`src/rtl/uart_rx_multi_if.sv`:
```
// Receive-side signal bundle for uart_rx_multi: serial line in, decoded word and status out.
// master = receiver side, slave = line driver / consumer side.
interface uart_rx_multi_if #(
  parameter int DataBits = 8
);
  logic                RxD;
  logic                RxD_data_ready;
  logic [DataBits-1:0] RxD_data;
  logic                RxD_parity_error;
  logic                RxD_framing_error;
  logic                RxD_break;
  logic                RxD_idle;
  logic                RxD_endofpacket;

  modport master (
    input  RxD,
    output RxD_data_ready, RxD_data, RxD_parity_error, RxD_framing_error,
           RxD_break, RxD_idle, RxD_endofpacket
  );

  modport slave (
    output RxD,
    input  RxD_data_ready, RxD_data, RxD_parity_error, RxD_framing_error,
           RxD_break, RxD_idle, RxD_endofpacket
  );
endinterface

```
`src/rtl/uart_rx_multi.sv`:
```
// Oversampling UART receiver with fractional baud tick, majority filter, break and packet-gap detection.
// state | meaning: IDLE wait start / START validate start / DATA data bits / PARITY parity bit /
//   STOP1 first stop or break / STOP2 second stop / BRKWAIT hold until line returns high
module uart_rx_multi #(
  parameter int ClkFrequency = 32000000,
  parameter int Baud         = 2000000,
  parameter int Oversample   = 16,
  parameter int AccWidth     = 16,
  parameter int DataBits     = 8,
  parameter int Parity       = 0,
  parameter int StopBits     = 1,
  parameter int GapBits      = 2
) (
  input  logic           clk,
  input  logic           reset,
  uart_rx_multi_if.master bus
);
  localparam int TW = $clog2(Oversample);
  localparam logic [63:0] INC64 =
    (((64'(Baud) * 64'(Oversample)) << AccWidth) + 64'(ClkFrequency) / 64'd2) / 64'(ClkFrequency);
  localparam logic [AccWidth:0] INC = INC64[AccWidth:0];

  if ((64'(Baud) * 64'(Oversample)) > 64'(ClkFrequency)) begin : g_rate_err
    $error("uart_rx_multi: Baud*Oversample exceeds ClkFrequency");
  end
  if ((Oversample != 8 && Oversample != 16) || DataBits < 5 || DataBits > 9 ||
      Parity > 2 || (StopBits != 1 && StopBits != 2) || GapBits < 1 || GapBits > 15) begin : g_cfg_err
    $error("uart_rx_multi: illegal frame configuration");
  end

  typedef enum logic [2:0] {IDLE, START, DATA, PARITY, STOP1, STOP2, BRKWAIT} state_t;

  state_t              state_q, state_d;
  logic [AccWidth:0]   acc_q, acc_d;
  logic [1:0]          sync_q, sync_d;
  logic [2:0]          win_q, win_d;
  logic [TW-1:0]       tcnt_q, tcnt_d;
  logic [3:0]          bcnt_q, bcnt_d;
  logic [DataBits-1:0] sr_q, sr_d;
  logic                par_bit_q, par_bit_d;
  logic                perr_q, perr_d;
  logic [3:0]          gap_q, gap_d;
  logic                seen_q, seen_d;
  logic                ready_q, ready_d;
  logic                brk_q, brk_d;
  logic                eop_q, eop_d;
  logic [DataBits-1:0] data_q, data_d;
  logic                perr_out_q, perr_out_d;
  logic                ferr_q, ferr_d;

  logic tick, rx_f, mid_smp, end_smp, complete;

  assign tick    = acc_q[AccWidth];
  assign rx_f    = (win_q[0] & win_q[1]) | (win_q[0] & win_q[2]) | (win_q[1] & win_q[2]);
  assign mid_smp = tick && (tcnt_q == TW'(Oversample / 2 - 1));
  assign end_smp = tick && (tcnt_q == TW'(Oversample - 1));

  always_comb begin
    acc_d  = {1'b0, acc_q[AccWidth-1:0]} + INC;
    sync_d = {sync_q[0], bus.RxD};
    win_d  = tick ? {win_q[1:0], sync_q[1]} : win_q;
  end

  always_comb begin
    state_d    = state_q;
    bcnt_d     = bcnt_q;
    sr_d       = sr_q;
    par_bit_d  = par_bit_q;
    perr_d     = perr_q;
    data_d     = data_q;
    perr_out_d = perr_out_q;
    ferr_d     = ferr_q;
    ready_d    = 1'b0;
    brk_d      = 1'b0;
    complete   = 1'b0;
    unique case (state_q)
      IDLE:    if (tick && !rx_f) state_d = START;
      START: begin
        if (mid_smp) begin
          state_d   = rx_f ? IDLE : DATA;
          bcnt_d    = '0;
          par_bit_d = 1'b0;
          perr_d    = 1'b0;
        end
      end
      DATA: begin
        if (end_smp) begin
          sr_d   = {rx_f, sr_q[DataBits-1:1]};
          bcnt_d = bcnt_q + 4'd1;
          if (bcnt_q == 4'(DataBits - 1)) state_d = (Parity != 0) ? PARITY : STOP1;
        end
      end
      PARITY: begin
        if (end_smp) begin
          par_bit_d = rx_f;
          perr_d    = rx_f != ((Parity == 2) ? ^sr_q : ~^sr_q);
          state_d   = STOP1;
        end
      end
      STOP1: begin
        if (end_smp) begin
          // all-zero frame including the stop bit is a break, not a data word
          if (sr_q == '0 && !par_bit_q && !rx_f) begin
            brk_d   = 1'b1;
            state_d = BRKWAIT;
          end else if (StopBits == 2 && rx_f) begin
            state_d = STOP2;
          end else begin
            complete = 1'b1;
            ferr_d   = !rx_f;
            state_d  = IDLE;
          end
        end
      end
      STOP2: begin
        if (end_smp) begin
          complete = 1'b1;
          ferr_d   = !rx_f;
          state_d  = IDLE;
        end
      end
      BRKWAIT: if (tick && rx_f) state_d = IDLE;
      default: state_d = IDLE;
    endcase
    if (complete) begin
      ready_d    = 1'b1;
      data_d     = sr_q;
      perr_out_d = perr_q;
    end
  end

  always_comb begin
    tcnt_d = (state_d != state_q) ? '0 : (tick ? tcnt_q + TW'(1) : tcnt_q);
    gap_d  = gap_q;
    if (state_q != IDLE) gap_d = '0;
    else if (end_smp && gap_q != 4'(GapBits)) gap_d = gap_q + 4'd1;
    eop_d  = seen_q && (gap_d == 4'(GapBits)) && (gap_q != 4'(GapBits));
    seen_d = complete || (seen_q && !eop_d);
  end

  always_ff @(posedge clk) begin
    if (reset) begin
      state_q    <= IDLE;
      acc_q      <= '0;
      sync_q     <= 2'b11;
      win_q      <= 3'b111;
      tcnt_q     <= '0;
      bcnt_q     <= '0;
      sr_q       <= '0;
      par_bit_q  <= 1'b0;
      perr_q     <= 1'b0;
      gap_q      <= '0;
      seen_q     <= 1'b0;
      ready_q    <= 1'b0;
      brk_q      <= 1'b0;
      eop_q      <= 1'b0;
      data_q     <= '0;
      perr_out_q <= 1'b0;
      ferr_q     <= 1'b0;
    end else begin
      state_q    <= state_d;
      acc_q      <= acc_d;
      sync_q     <= sync_d;
      win_q      <= win_d;
      tcnt_q     <= tcnt_d;
      bcnt_q     <= bcnt_d;
      sr_q       <= sr_d;
      par_bit_q  <= par_bit_d;
      perr_q     <= perr_d;
      gap_q      <= gap_d;
      seen_q     <= seen_d;
      ready_q    <= ready_d;
      brk_q      <= brk_d;
      eop_q      <= eop_d;
      data_q     <= data_d;
      perr_out_q <= perr_out_d;
      ferr_q     <= ferr_d;
    end
  end

  assign bus.RxD_data_ready    = ready_q;
  assign bus.RxD_data          = data_q;
  assign bus.RxD_parity_error  = perr_out_q;
  assign bus.RxD_framing_error = ferr_q;
  assign bus.RxD_break         = brk_q;
  assign bus.RxD_idle          = (gap_q == 4'(GapBits));
  assign bus.RxD_endofpacket   = eop_q;
endmodule

```
`src/flat_wrapper.sv`:
```
// flat-port wrapper written by rule: the top's interface ports become plain ports
module uart_rx_multi_flat 
#(
  parameter int ClkFrequency = 32000000,
  parameter int Baud         = 2000000,
  parameter int Oversample   = 16,
  parameter int AccWidth     = 16,
  parameter int DataBits     = 8,
  parameter int Parity       = 0,
  parameter int StopBits     = 1,
  parameter int GapBits      = 2
)
  (clk, reset, bus_RxD, bus_RxD_data_ready, bus_RxD_data, bus_RxD_parity_error, bus_RxD_framing_error, bus_RxD_break, bus_RxD_idle, bus_RxD_endofpacket);
  uart_rx_multi_if #(.DataBits(DataBits)) bus_i ();
  input  logic clk;
  input  logic reset;
  input wire logic [$bits(bus_i.RxD)-1:0] bus_RxD;
  output wire logic [$bits(bus_i.RxD_data_ready)-1:0] bus_RxD_data_ready;
  output wire logic [$bits(bus_i.RxD_data)-1:0] bus_RxD_data;
  output wire logic [$bits(bus_i.RxD_parity_error)-1:0] bus_RxD_parity_error;
  output wire logic [$bits(bus_i.RxD_framing_error)-1:0] bus_RxD_framing_error;
  output wire logic [$bits(bus_i.RxD_break)-1:0] bus_RxD_break;
  output wire logic [$bits(bus_i.RxD_idle)-1:0] bus_RxD_idle;
  output wire logic [$bits(bus_i.RxD_endofpacket)-1:0] bus_RxD_endofpacket;
  assign bus_i.RxD = bus_RxD;
  assign bus_RxD_data_ready = bus_i.RxD_data_ready;
  assign bus_RxD_data = bus_i.RxD_data;
  assign bus_RxD_parity_error = bus_i.RxD_parity_error;
  assign bus_RxD_framing_error = bus_i.RxD_framing_error;
  assign bus_RxD_break = bus_i.RxD_break;
  assign bus_RxD_idle = bus_i.RxD_idle;
  assign bus_RxD_endofpacket = bus_i.RxD_endofpacket;
  uart_rx_multi #(.ClkFrequency(ClkFrequency), .Baud(Baud), .Oversample(Oversample), .AccWidth(AccWidth), .DataBits(DataBits), .Parity(Parity), .StopBits(StopBits), .GapBits(GapBits)) u_core (.clk(clk), .reset(reset), .bus(bus_i));
endmodule
```
`config.mk`:
```
export PLATFORM = sky130hd
export DESIGN_NAME = uart_rx_multi_flat
export DESIGN_NICKNAME = d
export VERILOG_FILES = /design/src/rtl/uart_rx_multi_if.sv /design/src/rtl/uart_rx_multi.sv /design/src/flat_wrapper.sv
export SDC_FILE = /design/constraint.sdc
export NUM_CORES = 1
export LEC_CHECK = 0
export BUFFER_PORTS_ARGS = -buffer_cell sky130_fd_sc_hd__buf_2
export CAP_MARGIN = 15
export CORE_ASPECT_RATIO = 0.8
export CORE_UTILIZATION = 58
export DETAILED_ROUTE_END_ITERATION = 8
export PLACE_DENSITY = 0.82
export SLEW_MARGIN = 20
export SYNTH_ARGS = -nofsm -noshare
export SYNTH_HDL_FRONTEND = slang
export SYNTH_SLANG_ARGS = --single-unit
```
`constraint.sdc`:
```
create_clock -name clk -period 4.3 [get_ports clk]
set_clock_uncertainty 0.2 [all_clocks]
set_input_delay 0.215 -clock clk [delete_from_list [all_inputs] [get_ports clk]]
set_output_delay 0.215 -clock clk [all_outputs]
set_load 0.005 [all_outputs]
```
==> out/metrics.cfg <==
[yosys]
ys_warn_count = 0
seq_area_frac_synth_pct = 42.3
synthTopCellsByCount = dfxtp_1 (45), nor2_1 (23), nand2_1 (21), mux2i_1 (17)
yosysMostFrequentCell = dfxtp_1
async_reset_ff_share_pct = 0
synth.distinct_cells = 49
avgSynthCellArea_um2 = 8.96
synthFlopType = dfxtp_1
synth_fp_nets = 249
syn_inst = 238
ys_ff_latch = 45
netlist_area_mm2 = 0.00213
synth_edf_count = 0
yosysTopAreaCellShare_pct = 42.3
netlist.top_cell.by_area = dfxtp_1
synth_area_leaders = dfxtp_1 (42%), mux2i_1 (8.0%), ha_1 (4.7%)

[die]
die_h_um = 56.2
ioPinCount = 17
die_area_mm2 = 0.00392
start_util_pct = 61.4
die_w_um = 69.8
rows = 19
coreArea_mm2 = 0.00347

[routing]
routedWlPerCell_um = 13.6
drt_iter0_drc = 99
drc = 0
routed_wl_um = 3950
via_count = 1650
drtPass1Iterations = 4
post_drt_via_cell_ratio = 5.67
ant_nets = 0

[clocking]
postCtsHoldBufs = 1
clk_latency_ps = 290
cts_buffers = 5
cts_tree = yes
cts.path.max_buffers = 2
cts_sinks = 45
cts_max_level = 2
cts_root_buf = clkbuf_8
cts_resized = 0
post_cts_buffers = 0
clkTransAtPathRegs_ps = 80

[sta]
hold_violations = 0
clock.fmax_ghz = 0.383
finalCritPeriodShare_pct = 60.7
fin_crit_ps = 2610
tns_ps = 0
finalSetupViolCount = 0
worst_pin_slew_ps = 1010
rsz0062_at_grt = false
slew_headroom_pct = 32.2
slew_violations = 0

[cells_and_area]
synthToLayoutAreaGrowth_pct = 9.10
drive_above_1_share_pct = 13.3
finish.net_count = 259
n_antenna_cell = 0
instances_no_fill = 291

[setup_path]
critPathArrivalTime_ps = 2580
crit_path_max_fanout = 14
cp-start-kind = flop
critPathRequiredTime_ps = 4270
end_kind = flop
reg2reg_slack_ps = 1690
reg2reg_from = u_core.acc_q[16]
ff2ff_path_depth = 4
rr_endpoint = u_core.sr_q[6]
critPathKind = reg2reg

[power_and_ir_drop]
pwr_density_cell_mw_per_mm2 = 330
p_leak_nw = 0.887
vdd_drop_max_mv = 0.288

[worst_hold_path]
worstHoldStart = reset
holdCritPathClass = in2reg
min_to = u_core.sr_q[7]
holdPathStages = 2

[global_routing]
antenna_found_initial = 0
first_global_vias = 1532
grt_pass1_wl_um = 6790
grtUsageTotal_pct = 22.0
grt_overflow = 0
grt_max_degree = 31

[placed_design]
portBuffers = 16
dp_hpwl_um = 2720
place_congestion = 0.846
place_inst = 282

[run]
cap_violations = 0

[status]
status = complete, no violations

[critical path: stages (launching register included)]
cell and delay [ps]:
dfxtp_1 630, nand4_2 400, nor3_2 920, mux2i_1 280, nor2_1 60
[how the worst max path moves through the flow]
stage | startpoint | end | slack (ps) | cells past startpoint
6_report | u_core.acc_q[16] | u_core.sr_q[6] | 1690 | 4
4_1_cts | u_core.acc_q[16] | u_core.sr_q[6] | 1700 | 4
2_1_floorplan | u_core.gap_q[0] | u_core.seen_q | 2410 | 6
3_3_place_gp | u_core.acc_q[16] | u_core.sr_q[5] | 1790 | 4
5_1_grt | u_core.acc_q[16] | u_core.sr_q[7] | 1480 | 4
3_5_place_dp | u_core.acc_q[16] | u_core.sr_q[6] | 1740 | 4
[stage by stage]
stage | setup WS (ps) | cell area (µm²) | hold WS (ps) | util [%] | total power, W
5_1_grt | 1480 | 2330 | 196 | 67.0 | 0.000799
2_1_floorplan | 2410 | 2130 | 105 | - | 0.000447
6_report | 1690 | 2330 | 188 | 67.0 | 0.000767
4_1_cts | 1700 | 2330 | 176 | 67.0 | 0.000776
3_3_place_gp | 1790 | 2200 | 191 | 63.4 | 0.000451
3_5_place_dp | 1740 | 2200 | 199 | 63.4 | 0.000451
[layout make-up]
class | instances | area, µm²
fillers | 281 | 1140
multi-input cells | 167 | 1120
flip-flops and latches | 45 | 901
repair buffers | 17 | 90.1
clock buffers | 7 | 86.3
well taps | 42 | 52.6
inverters | 12 | 45.0
clock inverters | 1 | 30.0
[sequential cells by signal, summed over array words and instances (netlist names), 2 cells and up]
register             cells
u_core.sync_q            2
u_core.win_q             3
u_core.state_q           3
u_core.gap_q             4
u_core.bus.RxD_data      8
u_core.bcnt_q            4
u_core.sr_q              8
u_core.tcnt_q            4
[power breakdown]
group          total [W]  internal [W]  switching, W
logic          0.0000176    0.00000713     0.0000105
clock network   0.000325      0.000189      0.000136
registers       0.000424      0.000420    0.00000438
total           0.000767      0.000617      0.000151
[metal layers]
metal / GRT usage (%) / vias to the layer above / part of all wire (%)
met4: 7.14 / 0 / 1.4
met5: 0 / - / 0
li1: - / 850 / -
met1: 30.5 / 751 / 50
met3: 8.51 / 8 / 4.8
met2: 31.5 / 41 / 44
[kinds of logic after synthesis]
logic type                 synth area share, %
AOI/OAI and AO/OA                         11.5
xor gates and xnor gates                  4.93
adders and majority gates                 5.22
buffers and inverters                     5.40
DFF                                       42.3
muxes                                     8.51
and+or+nand+nor                           22.2
[cells in the final DEF, fill, tap and decap left out, drive strengths merged, types with 4 or more instances in the layout]
master	n
ha	8
nor2	24
o21ai	8
clkbuf	7
nand2	21
buf	16
a21oi	13
nor2b	5
nor4	6
xnor2	10
nand4	4
nand3	5
dfxtp	45
mux2i	17
nor3	5
inv	12
Power figures use the tool's default switching activity.
